<file path="src/rtl/alu_arbiter_if.sv">
// alu_arbiter_if: bundles the two requester channels, the shared-ALU operand/result
// lines and the response channel of alu_arbiter.
// Ports (modport slave = arbiter side):
//   req0_*/req1_* : valid/ready request channels carrying op, x, y
//   alu_*         : registered operands out to the ALU, alu_w result back in
//   rsp_*         : valid/ready response channel carrying id and captured result
interface alu_arbiter_if #(
  parameter int WIDTH = 32,
  parameter int OP_W  = 7
);
  logic             req0_valid;
  logic             req0_ready;
  logic [OP_W-1:0]  req0_op;
  logic [WIDTH-1:0] req0_x;
  logic [WIDTH-1:0] req0_y;

  logic             req1_valid;
  logic             req1_ready;
  logic [OP_W-1:0]  req1_op;
  logic [WIDTH-1:0] req1_x;
  logic [WIDTH-1:0] req1_y;

  logic [OP_W-1:0]  alu_op;
  logic [WIDTH-1:0] alu_x;
  logic [WIDTH-1:0] alu_y;
  logic [WIDTH-1:0] alu_w;

  logic             rsp_valid;
  logic             rsp_ready;
  logic             rsp_id;
  logic [WIDTH-1:0] rsp_w;

  modport slave (
    input  req0_valid, req0_op, req0_x, req0_y,
    output req0_ready,
    input  req1_valid, req1_op, req1_x, req1_y,
    output req1_ready,
    output alu_op, alu_x, alu_y,
    input  alu_w,
    output rsp_valid, rsp_id, rsp_w,
    input  rsp_ready
  );

  modport master (
    output req0_valid, req0_op, req0_x, req0_y,
    input  req0_ready,
    output req1_valid, req1_op, req1_x, req1_y,
    input  req1_ready,
    input  alu_op, alu_x, alu_y,
    output alu_w,
    input  rsp_valid, rsp_id, rsp_w,
    output rsp_ready
  );
endinterface

</file>
<file path="src/rtl/alu_arbiter.sv">
// alu_arbiter: round-robin sharing of one combinational ALU between two requesters.
// Latency: rsp_valid rises 1 edge after accept (MUL_LAT edges for MUL); one op in flight.
// Backpressure: requesters see ready only in IDLE; the response is held until rsp_ready.
// Ports:
//   clk_i  : clock, rising edge
//   rst_i  : asynchronous active-high reset
//   bus_if : request channels, ALU operand/result lines, response channel (slave side)
module alu_arbiter #(
  parameter int              WIDTH   = 32,
  parameter int              OP_W    = 7,
  parameter int              MUL_LAT = 4,
  parameter logic [OP_W-1:0] OP_MUL  = OP_W'(2)
) (
  input  logic         clk_i,
  input  logic         rst_i,
  alu_arbiter_if.slave bus_if
);

  // Counter only has to hold MUL_LAT-1.
  localparam int CNT_W = (MUL_LAT > 1) ? $clog2(MUL_LAT) : 1;

  typedef enum logic [1:0] {
    IDLE = 2'd0,
    EXEC = 2'd1,
    RESP = 2'd2
  } state_t;

  state_t           state_q, state_d;
  logic             ptr_q, ptr_d;
  logic [CNT_W-1:0] cnt_q, cnt_d;
  logic [OP_W-1:0]  alu_op_q, alu_op_d;
  logic [WIDTH-1:0] alu_x_q, alu_x_d;
  logic [WIDTH-1:0] alu_y_q, alu_y_d;
  logic             rsp_valid_q, rsp_valid_d;
  logic             rsp_id_q, rsp_id_d;
  logic [WIDTH-1:0] rsp_w_q, rsp_w_d;

  logic             gnt_vld;
  logic             gnt_id;
  logic [OP_W-1:0]  sel_op;
  logic [WIDTH-1:0] sel_x;
  logic [WIDTH-1:0] sel_y;

  // Pointer side wins when valid; otherwise the other side (which must then be valid).
  assign gnt_vld = (state_q == IDLE) && (bus_if.req0_valid || bus_if.req1_valid);
  assign gnt_id  = ptr_q ? bus_if.req1_valid : ~bus_if.req0_valid;

  assign bus_if.req0_ready = gnt_vld && !gnt_id;
  assign bus_if.req1_ready = gnt_vld &&  gnt_id;

  assign sel_op = gnt_id ? bus_if.req1_op : bus_if.req0_op;
  assign sel_x  = gnt_id ? bus_if.req1_x  : bus_if.req0_x;
  assign sel_y  = gnt_id ? bus_if.req1_y  : bus_if.req0_y;

  assign bus_if.alu_op    = alu_op_q;
  assign bus_if.alu_x     = alu_x_q;
  assign bus_if.alu_y     = alu_y_q;
  assign bus_if.rsp_valid = rsp_valid_q;
  assign bus_if.rsp_id    = rsp_id_q;
  assign bus_if.rsp_w     = rsp_w_q;

  always_comb begin
    state_d     = state_q;
    ptr_d       = ptr_q;
    cnt_d       = cnt_q;
    alu_op_d    = alu_op_q;
    alu_x_d     = alu_x_q;
    alu_y_d     = alu_y_q;
    rsp_valid_d = rsp_valid_q;
    rsp_id_d    = rsp_id_q;
    rsp_w_d     = rsp_w_q;
    case (state_q)
      IDLE: begin
        if (gnt_vld) begin
          alu_op_d = sel_op;
          alu_x_d  = sel_x;
          alu_y_d  = sel_y;
          rsp_id_d = gnt_id;
          ptr_d    = ~gnt_id;
          // Non-MUL results are sampled on the very next edge.
          cnt_d    = (sel_op == OP_MUL) ? CNT_W'(MUL_LAT - 1) : '0;
          state_d  = EXEC;
        end
      end
      EXEC: begin
        if (cnt_q != '0) begin
          cnt_d = cnt_q - CNT_W'(1);
        end else begin
          rsp_w_d     = bus_if.alu_w;
          rsp_valid_d = 1'b1;
          state_d     = RESP;
        end
      end
      RESP: begin
        if (bus_if.rsp_ready) begin
          rsp_valid_d = 1'b0;
          state_d     = IDLE;
        end
      end
      default: state_d = IDLE;
    endcase
  end

  always_ff @(posedge clk_i or posedge rst_i) begin
    if (rst_i) begin
      state_q     <= IDLE;
      ptr_q       <= 1'b0;
      cnt_q       <= '0;
      alu_op_q    <= '0;
      alu_x_q     <= '0;
      alu_y_q     <= '0;
      rsp_valid_q <= 1'b0;
      rsp_id_q    <= 1'b0;
      rsp_w_q     <= '0;
    end else begin
      state_q     <= state_d;
      ptr_q       <= ptr_d;
      cnt_q       <= cnt_d;
      alu_op_q    <= alu_op_d;
      alu_x_q     <= alu_x_d;
      alu_y_q     <= alu_y_d;
      rsp_valid_q <= rsp_valid_d;
      rsp_id_q    <= rsp_id_d;
      rsp_w_q     <= rsp_w_d;
    end
  end

endmodule
</file>
<file path="src/flat_wrapper.sv">
// flat-port wrapper written by rule: the top's interface ports become plain ports
module alu_arbiter_flat 
#(
  parameter int              WIDTH   = 32,
  parameter int              OP_W    = 7,
  parameter int              MUL_LAT = 4,
  parameter logic [OP_W-1:0] OP_MUL  = OP_W'(2)
)
  (clk_i, rst_i, bus_if_req0_valid, bus_if_req0_op, bus_if_req0_x, bus_if_req0_y, bus_if_req0_ready, bus_if_req1_valid, bus_if_req1_op, bus_if_req1_x, bus_if_req1_y, bus_if_req1_ready, bus_if_alu_op, bus_if_alu_x, bus_if_alu_y, bus_if_alu_w, bus_if_rsp_valid, bus_if_rsp_id, bus_if_rsp_w, bus_if_rsp_ready);
  alu_arbiter_if #(.WIDTH(WIDTH), .OP_W(OP_W)) bus_if_i ();
  input  logic clk_i;
  input  logic rst_i;
  input wire logic [$bits(bus_if_i.req0_valid)-1:0] bus_if_req0_valid;
  input wire logic [$bits(bus_if_i.req0_op)-1:0] bus_if_req0_op;
  input wire logic [$bits(bus_if_i.req0_x)-1:0] bus_if_req0_x;
  input wire logic [$bits(bus_if_i.req0_y)-1:0] bus_if_req0_y;
  output wire logic [$bits(bus_if_i.req0_ready)-1:0] bus_if_req0_ready;
  input wire logic [$bits(bus_if_i.req1_valid)-1:0] bus_if_req1_valid;
  input wire logic [$bits(bus_if_i.req1_op)-1:0] bus_if_req1_op;
  input wire logic [$bits(bus_if_i.req1_x)-1:0] bus_if_req1_x;
  input wire logic [$bits(bus_if_i.req1_y)-1:0] bus_if_req1_y;
  output wire logic [$bits(bus_if_i.req1_ready)-1:0] bus_if_req1_ready;
  output wire logic [$bits(bus_if_i.alu_op)-1:0] bus_if_alu_op;
  output wire logic [$bits(bus_if_i.alu_x)-1:0] bus_if_alu_x;
  output wire logic [$bits(bus_if_i.alu_y)-1:0] bus_if_alu_y;
  input wire logic [$bits(bus_if_i.alu_w)-1:0] bus_if_alu_w;
  output wire logic [$bits(bus_if_i.rsp_valid)-1:0] bus_if_rsp_valid;
  output wire logic [$bits(bus_if_i.rsp_id)-1:0] bus_if_rsp_id;
  output wire logic [$bits(bus_if_i.rsp_w)-1:0] bus_if_rsp_w;
  input wire logic [$bits(bus_if_i.rsp_ready)-1:0] bus_if_rsp_ready;
  assign bus_if_i.req0_valid = bus_if_req0_valid;
  assign bus_if_i.req0_op = bus_if_req0_op;
  assign bus_if_i.req0_x = bus_if_req0_x;
  assign bus_if_i.req0_y = bus_if_req0_y;
  assign bus_if_req0_ready = bus_if_i.req0_ready;
  assign bus_if_i.req1_valid = bus_if_req1_valid;
  assign bus_if_i.req1_op = bus_if_req1_op;
  assign bus_if_i.req1_x = bus_if_req1_x;
  assign bus_if_i.req1_y = bus_if_req1_y;
  assign bus_if_req1_ready = bus_if_i.req1_ready;
  assign bus_if_alu_op = bus_if_i.alu_op;
  assign bus_if_alu_x = bus_if_i.alu_x;
  assign bus_if_alu_y = bus_if_i.alu_y;
  assign bus_if_i.alu_w = bus_if_alu_w;
  assign bus_if_rsp_valid = bus_if_i.rsp_valid;
  assign bus_if_rsp_id = bus_if_i.rsp_id;
  assign bus_if_rsp_w = bus_if_i.rsp_w;
  assign bus_if_i.rsp_ready = bus_if_rsp_ready;
  alu_arbiter #(.WIDTH(WIDTH), .OP_W(OP_W), .MUL_LAT(MUL_LAT), .OP_MUL(OP_MUL)) u_core (.clk_i(clk_i), .rst_i(rst_i), .bus_if(bus_if_i));
endmodule
</file>
<file path="config.mk">
export PLATFORM = sky130hd
export DESIGN_NAME = alu_arbiter_flat
export DESIGN_NICKNAME = d
export VERILOG_FILES = /design/src/rtl/alu_arbiter_if.sv /design/src/rtl/alu_arbiter.sv /design/src/flat_wrapper.sv
export SDC_FILE = /design/constraint.sdc
export NUM_CORES = 1
export LEC_CHECK = 0
export CELL_PAD_IN_SITES_DETAIL_PLACEMENT = 1
export CELL_PAD_IN_SITES_GLOBAL_PLACEMENT = 1
export CORE_MARGIN = 2
export CORE_UTILIZATION = 26
export CTS_BUF_LIST = sky130_fd_sc_hd__clkbuf_8
export DETAILED_ROUTE_END_ITERATION = 16
export GPL_ROUTABILITY_DRIVEN = 0
export PLACE_DENSITY_LB_ADDON = 0.1
export SLEW_MARGIN = 20
export SYNTH_ARGS = -nofsm -noshare
export SYNTH_HDL_FRONTEND = slang
export SYNTH_SLANG_ARGS = --single-unit
</file>
<file path="constraint.sdc">
create_clock -name clk_i -period 3 [get_ports clk_i]
set_input_delay 0.3 -clock clk_i [delete_from_list [all_inputs] [get_ports clk_i]]
set_output_delay 0.3 -clock clk_i [all_outputs]
set_load 0.01 [all_outputs]
</file>
==> flow_metrics.py, run 1 <==
metrics = {
    "cts": {
        "post_cts_buffers": 0,
        "root_buffer": "clkbuf_8",
        "path_clk_slew_ns": 0.11,
        "postCtsHoldBufs": 0,
        "cts_tree": "done",
        "cts_resized": 0,
        "cts.sinks": 110,
        "clk_latency_ns": 0.39,
        "cts.htree.levels": 3,
        "numCtsBuffers": 9,
        "cts_buffer_depth": 2,
    },
    "finish": {
        "antenna_cells": 0,
        "syn_to_final_growth_pct": 64.08,
        "fin_area_um2": 8173,
        "drive_gt1_share_pct": 7.902,
        "final_nets": 871,
    },
    "timing": {
        "hold_viol_final": 0,
        "fin_setup_tns_ns": 0,
        "rsz0062_at_grt": "false",
        "post-route-period-util_pct": 76.09,
        "report.final.setup_viol": 0,
        "timing.fmax_mhz": 438.0,
        "timing.hold.ws_ns": 0.4311,
        "setup_ws_ns": 0.7172,
        "clock_skew_ns": 0.01000,
        "finalCriticalPeriod_ns": 2.283,
        "slew_violations": 0,
        "slew_headroom_pct": 40.12,
        "worstMarginPinSlew_ns": 0.8982,
    },
    "synth": {
        "synth_xor_area_share_pct": 0,
        "synth.most_common_cell": "dfrtp_1",
        "synth_mux_area_share_pct": 21.70,
        "synth-seq-cells": 110,
        "synthFlopType": "dfrtp_1",
        "syn_area_um2": 4981,
        "postSynth.asyncResetShare_pct": 100.0,
        "synth_edf_count": 0,
        "netlist.top_cell.by_area": "dfrtp_1",
        "avgSynthCellArea_um2": 11.94,
        "synth_top_area_share_pct": 55.26,
        "ys_top_cells_by_area": "dfrtp_1, mux2i_1, nand2_1",
        "yosysWarningCount": 0,
        "synth_cell_types": 32,
        "synth_top_family_by_area": "multiplexers",
        "synth_compound_area_share_pct": 9.721,
        "synth-simple-area-share_pct": 7.435,
        "synthAdderAreaFrac_pct": 0.2512,
        "synthCells": 417,
        "yosysSeqAreaShare_pct": 55.26,
        "synth_fp_nets": 597,
        "yosys-top-cells-count": "dfrtp_1, mux2i_1, nand2_1",
    },
    "floorplan": {
        "fp.dieW_um": 142.4,
        "num_rows": 50,
        "die_height_um": 142.4,
        "core_um2": 18770,
        "start_util_pct": 26.54,
        "ios": 286,
        "die_area_um2": 20280,
    },
    "grt": {
        "first_global_vias": 4554,
        "grt-ovfl-total": 0,
        "grt_max_degree": 123,
        "grt_pass1_wl_um": 24570,
        "antenna_found_initial": 0,
        "grt.total_usage_pct": 15.60,
    },
    "worst_setup_path": {
        "critical_path_class": "flop to primary output",
        "startpoint_type": "flop",
        "arrival_ns": 1.98,
        "r2r_setup_slack_ns": 1.18,
        "r2r_cells": 5,
        "crit_fanout": 7,
        "worst_setup_path_end_kind": "primary output",
        "crit_required_ns": 2.70,
    },
    "place": {
        "port_buffers": 285,
        "hpwlAfterDp_um": 11850,
        "pre_cts_ws_ns": 0.6920,
        "place_area_um2": 7954,
    },
    "power_and_ir_drop": {
        "irDropWorstVdd_mv": 0.6519,
        "p_per_area_nw_per_um2": 936.0,
        "p_leak_uw": 0.003476,
        "p_total_uw": 7650,
    },
    "route": {
        "route.detailed.drc": 0,
        "post_drt_wl_per_cell_um": 16.82,
        "via_per_inst": 4.477,
        "route.vias.total": 4164,
        "dr.first_iter.drc_count": 88,
        "routed_wl_um": 15650,
        "ant_nets": 0,
        "dr.pass1.iters": 4,
    },
    "hold_path": {
        "hp-class": "input port to async pin",
    },
    "job": {
        "drv_cap": 0,
    },
    "outcome": {
        "outcome": "finished clean",
    },
}
power by group:
part           switching (uW)  internal, uW
clock                     541           474
sequential                397          2220
combinational            1800          2220
cell type report:
| cell class | instances | area, um2 |
|---|---|---|
| Fill cell | 2034 | 10600 |
| Clock inverter | 7 | 95.09 |
| Clock buffer | 9 | 123.9 |
| Tap cell | 234 | 292.8 |
| Multi-Input combinational cell | 274 | 1963 |
| Timing Repair Buffer | 291 | 2923 |
| Sequential cell | 110 | 2753 |
| Inverter | 5 | 22.52 |
cells in the final DEF, fill, tap and decap left out, types with 2 or more instances in the layout:
| cell | count |
|---|---|
| mux2i_1 | 72 |
| a21oi_1 | 2 |
| buf_4 | 4 |
| nand2b_1 | 2 |
| o21ai_2 | 8 |
| nor4b_1 | 2 |
| inv_1 | 4 |
| bufinv_16 | 2 |
| clkbuf_8 | 9 |
| o21ai_4 | 2 |
| inv_6 | 2 |
| o21ai_1 | 52 |
| mux2_1 | 15 |
| nor3_1 | 3 |
| nand2_1 | 72 |
| mux2_2 | 17 |
| clkdlybuf4s50_1 | 285 |
| buf_12 | 2 |
| dfrtp_1 | 110 |
| nand3_1 | 2 |
| o22a_1 | 2 |
| o21ai_0 | 13 |
through the flow:
stage | std cells | utilization, %
floorplan | 417 | -
global placement | 914 | 42.38
detailed placement | 914 | 42.38
CTS | 930 | 43.55
global route | 930 | 43.55
finish | 930 | 43.55
cells by family after synthesis:
kind of cell             count (synthesis)
AO/OA/AOI/OAI                           83
multiplexers                           104
adder cells (fa/ha/maj)                  1
flip-flops                             110
buffers and inverters                   33
AND/OR/NAND/NOR                         86
registers in the layout (all words and copies together), names as in the netlist:
name and flops:
u_core.state_q 2, u_core.cnt_q 2, u_core.bus_if.rsp_id 1, u_core.bus_if.alu_x 32, u_core.bus_if.rsp_w 32, u_core.ptr_q 1, u_core.bus_if.alu_y 32, u_core.bus_if.rsp_valid 1
u_core.bus_if.alu_op 7
routing by layer:
layer	part of all wire [%]	vias up	track usage [%]
met5	0	-	0
met4	1.5	0	5.472
met2	50	149	27.21
li1	-	1986	-
met3	7.9	12	4.509
met1	40	2017	18.35
path summary, 6_finish.rpt:
| kind | to | startpoint |
|---|---|---|
| max in group asynchronous | u_core.bus_if.alu_y[3] | rst_i |
| min in group clk_i | u_core.bus_if.alu_op[1] | u_core.bus_if.alu_op[1] |
| worst max-delay path | bus_if_req0_ready | u_core.state_q[0] |
| worst min-delay path | u_core.bus_if.rsp_w[16] | rst_i |
| worst min register to register | u_core.bus_if.alu_op[1] | u_core.bus_if.alu_op[1] |
| worst max register to register | u_core.cnt_q[0] | u_core.ptr_q |
critical path: stages, from the launching register on:
cell and delay (ns):
dfrtp_1 0.54, nor2_2 0.23, o21ai_4 0.11, nor2b_1 0.16, clkdlybuf4s50_1 0.56
No activity file was read; power rests on OpenSTA's default activity.
==> run 2, diff against run 1 <==
Clock period 3 ns to 2 ns, I/O delays scaled along.
==> flow_metrics.py, run 2 (synthesis results as in run 1) <==
metrics = {
    "outcome": {
        "outcome": "finished clean",
    },
    "timing": {
        "finalCriticalPeriod_ns": 1.765,
        "timing.hold.ws_ns": 0.3591,
        "post-route-period-util_pct": 88.25,
        "slew_violations": 0,
        "clock_skew_ns": 0.01377,
        "slew_headroom_pct": 58.19,
        "fin_setup_tns_ns": 0,
        "hold_viol_final": 0,
        "worstMarginPinSlew_ns": 0.6271,
        "timing.fmax_mhz": 566.6,
        "report.final.setup_viol": 0,
        "rsz0062_at_grt": "false",
    },
    "worst_setup_path": {
        "worst_setup_path_end_kind": "primary output",
        "crit_chain": "nor2_2 -> o21ai_4 -> nor2_4 -> dlygate4sd2_1",
        "endpoint": "bus_if_req1_ready",
        "arrival_ns": 1.56,
        "crit_fanout": 4,
        "crit_required_ns": 1.80,
        "worstReg2RegStart": "u_core.cnt_q[0]",
        "crit_start": "u_core.state_q[0]",
        "critical_path_class": "flop to primary output",
        "r2r_cells": 5,
        "crit_path_max_incr_delay_ns": 0.41,
        "r2r_end": "u_core.bus_if.rsp_w[28]",
        "r2r_setup_slack_ns": 0.24,
        "cp_slowest_cell": "dfrtp_1",
        "startpoint_type": "flop",
    },
    "power_and_ir_drop": {
        "irDropWorstVdd_mv": 0.6144,
        "p_leak_uw": 0.003509,
        "p_per_area_nw_per_um2": 1397,
        "p_total_uw": 11490,
    },
    "floorplan": {
        "num_rows": 50,
        "die_height_um": 142.4,
        "ios": 286,
        "die_area_um2": 20280,
        "core_um2": 18770,
        "start_util_pct": 26.54,
        "fp.dieW_um": 142.4,
    },
    "grt": {
        "grt.total_usage_pct": 15.46,
        "grt-ovfl-total": 0,
        "grt_pass1_wl_um": 24330,
        "first_global_vias": 4552,
        "antenna_found_initial": 0,
        "grt_max_degree": 111,
    },
    "finish": {
        "drive_gt1_share_pct": 8.832,
        "fin_cells": 936,
        "syn_to_final_growth_pct": 65.11,
        "final_common_cell": "clkdlybuf4s50_1",
        "final_nets": 877,
        "layout_common_cells": "clkdlybuf4s50_1, dfrtp_1, mux2i_1, nand2_1, o21ai_1",
        "antenna_cells": 0,
        "final.fill_count": 2066,
    },
    "route": {
        "dr.first_iter.drc_count": 80,
        "via_per_inst": 4.424,
        "routed_wl_um": 15740,
        "post_drt_wl_per_cell_um": 16.82,
        "dr.pass1.iters": 4,
        "route.detailed.drc": 0,
        "route.vias.total": 4141,
        "ant_nets": 0,
    },
    "cts": {
        "cts_tree": "done",
        "cts.htree.levels": 3,
        "cts_buffer_depth": 2,
        "clk_latency_ns": 0.39,
        "cts.sinks": 110,
        "root_buffer": "clkbuf_8",
        "numCtsBuffers": 9,
        "postCtsHoldBufs": 0,
        "path_clk_slew_ns": 0.11,
    },
    "hold_path": {
        "hp-class": "input port to async pin",
    },
    "job": {
        "drv_cap": 0,
    },
    "place": {
        "port_buffers": 285,
        "hpwlAfterDp_um": 11780,
        "place_inst": 919,
    },
}
run 2: cell count changes in the layout (fill, tap and decap cells not counted), sizes merged:
| cell | previous run | this run |
|---|---|---|
| clkbuf | 9 | 11 |
| inv | 7 | 6 |
| dlygate4sd2 | 0 | 2 |
| clkdlybuf4s50 | 285 | 283 |
| clkinvlp | 1 | 2 |
| clkinv | 2 | 1 |
| buf | 6 | 12 |
| bufinv | 2 | 1 |
run 2: routing by layer:
layer  share of wire, %  vias up  track usage, %
li1                   -     1997               -
met1                 39     1982           17.45
met2                 51      150           27.56
met3                9.0       12           5.787
met4                1.1        0           3.960
met5                  0        -               0
run 2: power breakdown:
part	internal [uW]	leakage (uW)	switching, uW
Combinational	3370	0.00207	2740
Sequential	3330	0.00133	567
Clock	660	0.000107	817
Total	7360	0.00351	4130
run 2: worst min path at each step:
stage                                   end  slack (ns)  cells after the start
global route         u_core.bus_if.rsp_w[0]        0.38                      2
global placement       u_core.bus_if.rsp_id        0.46                      1
CTS                 u_core.bus_if.rsp_w[20]        0.38                      2
detailed placement     u_core.bus_if.rsp_id        0.47                      1
finish               u_core.bus_if.rsp_w[4]        0.36                      3
floorplan                 u_core.state_q[1]        0.29                      1
run 2: through the flow:
| stage | worst slack [ns] | cell area, um2 | util [%] |
|---|---|---|---|
| after floorplan | 0.4705 | 4985 | - |
| after global placement | 0.02459 | 8004 | 42.65 |
| after detailed placement | 0.006003 | 8004 | 42.65 |
| after CTS | 0.1988 | 8224 | 43.82 |
| after global routing | 0.1078 | 8224 | 43.82 |
| final | 0.2350 | 8224 | 43.82 |
run 2: critical path: cells and delay by family (launching register included):
kind / cells / cell delay, ns
flops: 1 / 0.41
simple gates: 2 / 0.33
buf+inv: 1 / 0.32
compound gates: 1 / 0.12
run 2: cell type report:
type	instances	area, um2	share of cell area, %
Multi-Input combinational cell	274	1963	23.87
Inverter	5	22.52	0.2738
Clock buffer	11	151.4	1.841
Tap cell	234	292.8	3.560
Timing Repair Buffer	297	2978	36.21
Clock inverter	5	63.81	0.7759
Sequential cell	110	2753	33.47
run 2: repair_timing:
| action | CTS | global route |
|---|---|---|
| setup endpoints to repair | 2 | 0 |
| resized for setup | 2 | 0 |
| setup buffers | 1 | 0 |
==> run 3, diff against run 2 <==
Settings changed: SETUP_SLACK_MARGIN set to 0.3.
==> flow_metrics.py, run 3 (synthesis results as in run 1) <==
metrics = {
    "outcome": {
        "outcome": "finished clean",
    },
    "timing": {
        "hold_viol_final": 0,
        "finalCriticalPeriod_ns": 1.602,
        "timing.fmax_mhz": 624.2,
        "slew_headroom_pct": 58.17,
        "clock_skew_ns": 0.01416,
        "rsz0062_at_grt": "true",
        "report.final.setup_viol": 0,
        "slew_violations": 0,
        "worstMarginPinSlew_ns": 0.6274,
        "post-route-period-util_pct": 80.11,
        "fin_setup_tns_ns": 0,
    },
    "finish": {
        "final.fill_count": 2066,
        "final_common_cell": "clkdlybuf4s50_1",
        "final_nets": 878,
        "utilization_pct": 44.02,
        "layout_common_cells": "clkdlybuf4s50_1, dfrtp_1, mux2i_1, nand2_1, o21ai_1",
        "antenna_cells": 0,
        "multiInputGateArea_um2": 1968,
        "drive_gt1_share_pct": 9.246,
        "regArea_um2": 2753,
        "syn_to_final_growth_pct": 65.86,
    },
    "cts": {
        "cts.htree.levels": 3,
        "path_clk_slew_ns": 0.11,
        "postCtsHoldBufs": 0,
        "cts_tree": "done",
        "clk_latency_ns": 0.39,
        "root_buffer": "clkbuf_8",
        "cts.sinks": 110,
        "numCtsBuffers": 9,
        "cts_buffer_depth": 2,
    },
    "route": {
        "ant_nets": 0,
        "route.detailed.drc": 0,
        "routed_wl_um": 16010,
        "post_drt_wl_per_cell_um": 17.09,
        "dr.pass1.iters": 4,
        "dr.first_iter.drc_count": 100,
        "via_per_inst": 4.424,
        "route.vias.total": 4145,
    },
    "floorplan": {
        "num_rows": 50,
        "die_area_um2": 20280,
        "start_util_pct": 26.54,
        "ios": 286,
        "die_height_um": 142.4,
        "fp.dieW_um": 142.4,
        "core_um2": 18770,
    },
    "grt": {
        "first_global_vias": 4561,
        "grt-ovfl-total": 0,
        "grt_max_degree": 111,
        "antenna_found_initial": 0,
        "grt_pass1_wl_um": 24350,
        "grt.total_usage_pct": 15.47,
    },
    "worst_setup_path": {
        "crit_fanout": 33,
        "r2r_end": "u_core.bus_if.rsp_w[28]",
        "crit_start": "u_core.cnt_q[0]",
        "crit_chain": "inv_1 -> ha_1 -> nand3_4 -> buf_8 -> mux2_2",
        "crit_path_max_incr_delay_ns": 0.39,
        "cp_slowest_cell": "dfrtp_1",
        "worst_setup_path_end_kind": "flop",
        "arrival_ns": 1.87,
        "worstReg2RegStart": "u_core.cnt_q[0]",
        "r2r_cells": 5,
        "critical_path_class": "flop to flop",
        "startpoint_type": "flop",
        "crit_required_ns": 2.26,
        "r2r_setup_slack_ns": 0.40,
    },
    "place": {
        "hpwlAfterDp_um": 11780,
        "port_buffers": 285,
    },
    "power_and_ir_drop": {
        "p_leak_uw": 0.003524,
        "irDropWorstVdd_mv": 0.6170,
        "p_per_area_nw_per_um2": 1403,
    },
    "job": {
        "drv_cap": 0,
    },
    "hold_path": {
        "hp-class": "input port to async pin",
    },
}
## run 3: worst max-delay path by stage
stage | endpoint | slack (ns) | cells past startpoint
after CTS | bus_if_req0_ready | 0.24 | 4
after detailed placement | bus_if_req0_ready | 0.006 | 4
after global placement | bus_if_req0_ready | 0.02 | 4
after global routing | bus_if_req0_ready | 0.30 | 4
final | u_core.bus_if.rsp_w[28] | 0.40 | 5
after floorplan | u_core.bus_if.alu_op[0] | 0.47 | 1
## run 3: layout make-up
class / instances / share of cell area (%)
repair buffers: 298 / 36.44
flip-flops and latches: 110 / 33.32
multi-input cells: 274 / 23.82
well taps: 234 / 3.544
clock buffers: 11 / 1.832
clock inverters: 5 / 0.7724
inverters: 5 / 0.2726
## run 3: routing by layer
metal  wire (um)  GRT usage [%]
met5           0              0
met4         174          3.960
met3        1426          5.787
met2        8178          27.54
met1        6233          17.49
## run 3: per-stage QoR
step	cell area (um2)	hold slack (ns)	power [uW]	worst slack [ns]	cells
floorplan	4985	0.2863	7186	0.4705	417
detailed placement	8004	0.4662	10200	0.006003	919
finish	8262	0.3618	11590	0.3979	937
global route	8262	0.3825	12480	0.2995	937
CTS	8229	0.3751	11760	0.2387	936
global placement	8004	0.4615	9978	0.02459	919
## run 3: timing repair
item	in CTS	in global routing
cloned	0	1
resized for setup	7	4
setup buffers	1	0
pin swaps	1	0
setup endpoints to repair	34	75
## run 3: where the power goes
| group | switching, uW | internal [uW] | total (uW) |
|---|---|---|---|
| clock network | 819 | 660 | 1480 |
| registers | 574 | 3330 | 3910 |
| logic | 2780 | 3430 | 6210 |
## run 3: critical path: cells and delay by family, from the launching register on
family	cells	cell delay, ns
flip-flops	1	0.39
adder cells (fa/ha/maj)	1	0.28
AND/OR/NAND/NOR	1	0.12
multiplexers	1	0.37
buffers and inverters	2	0.31
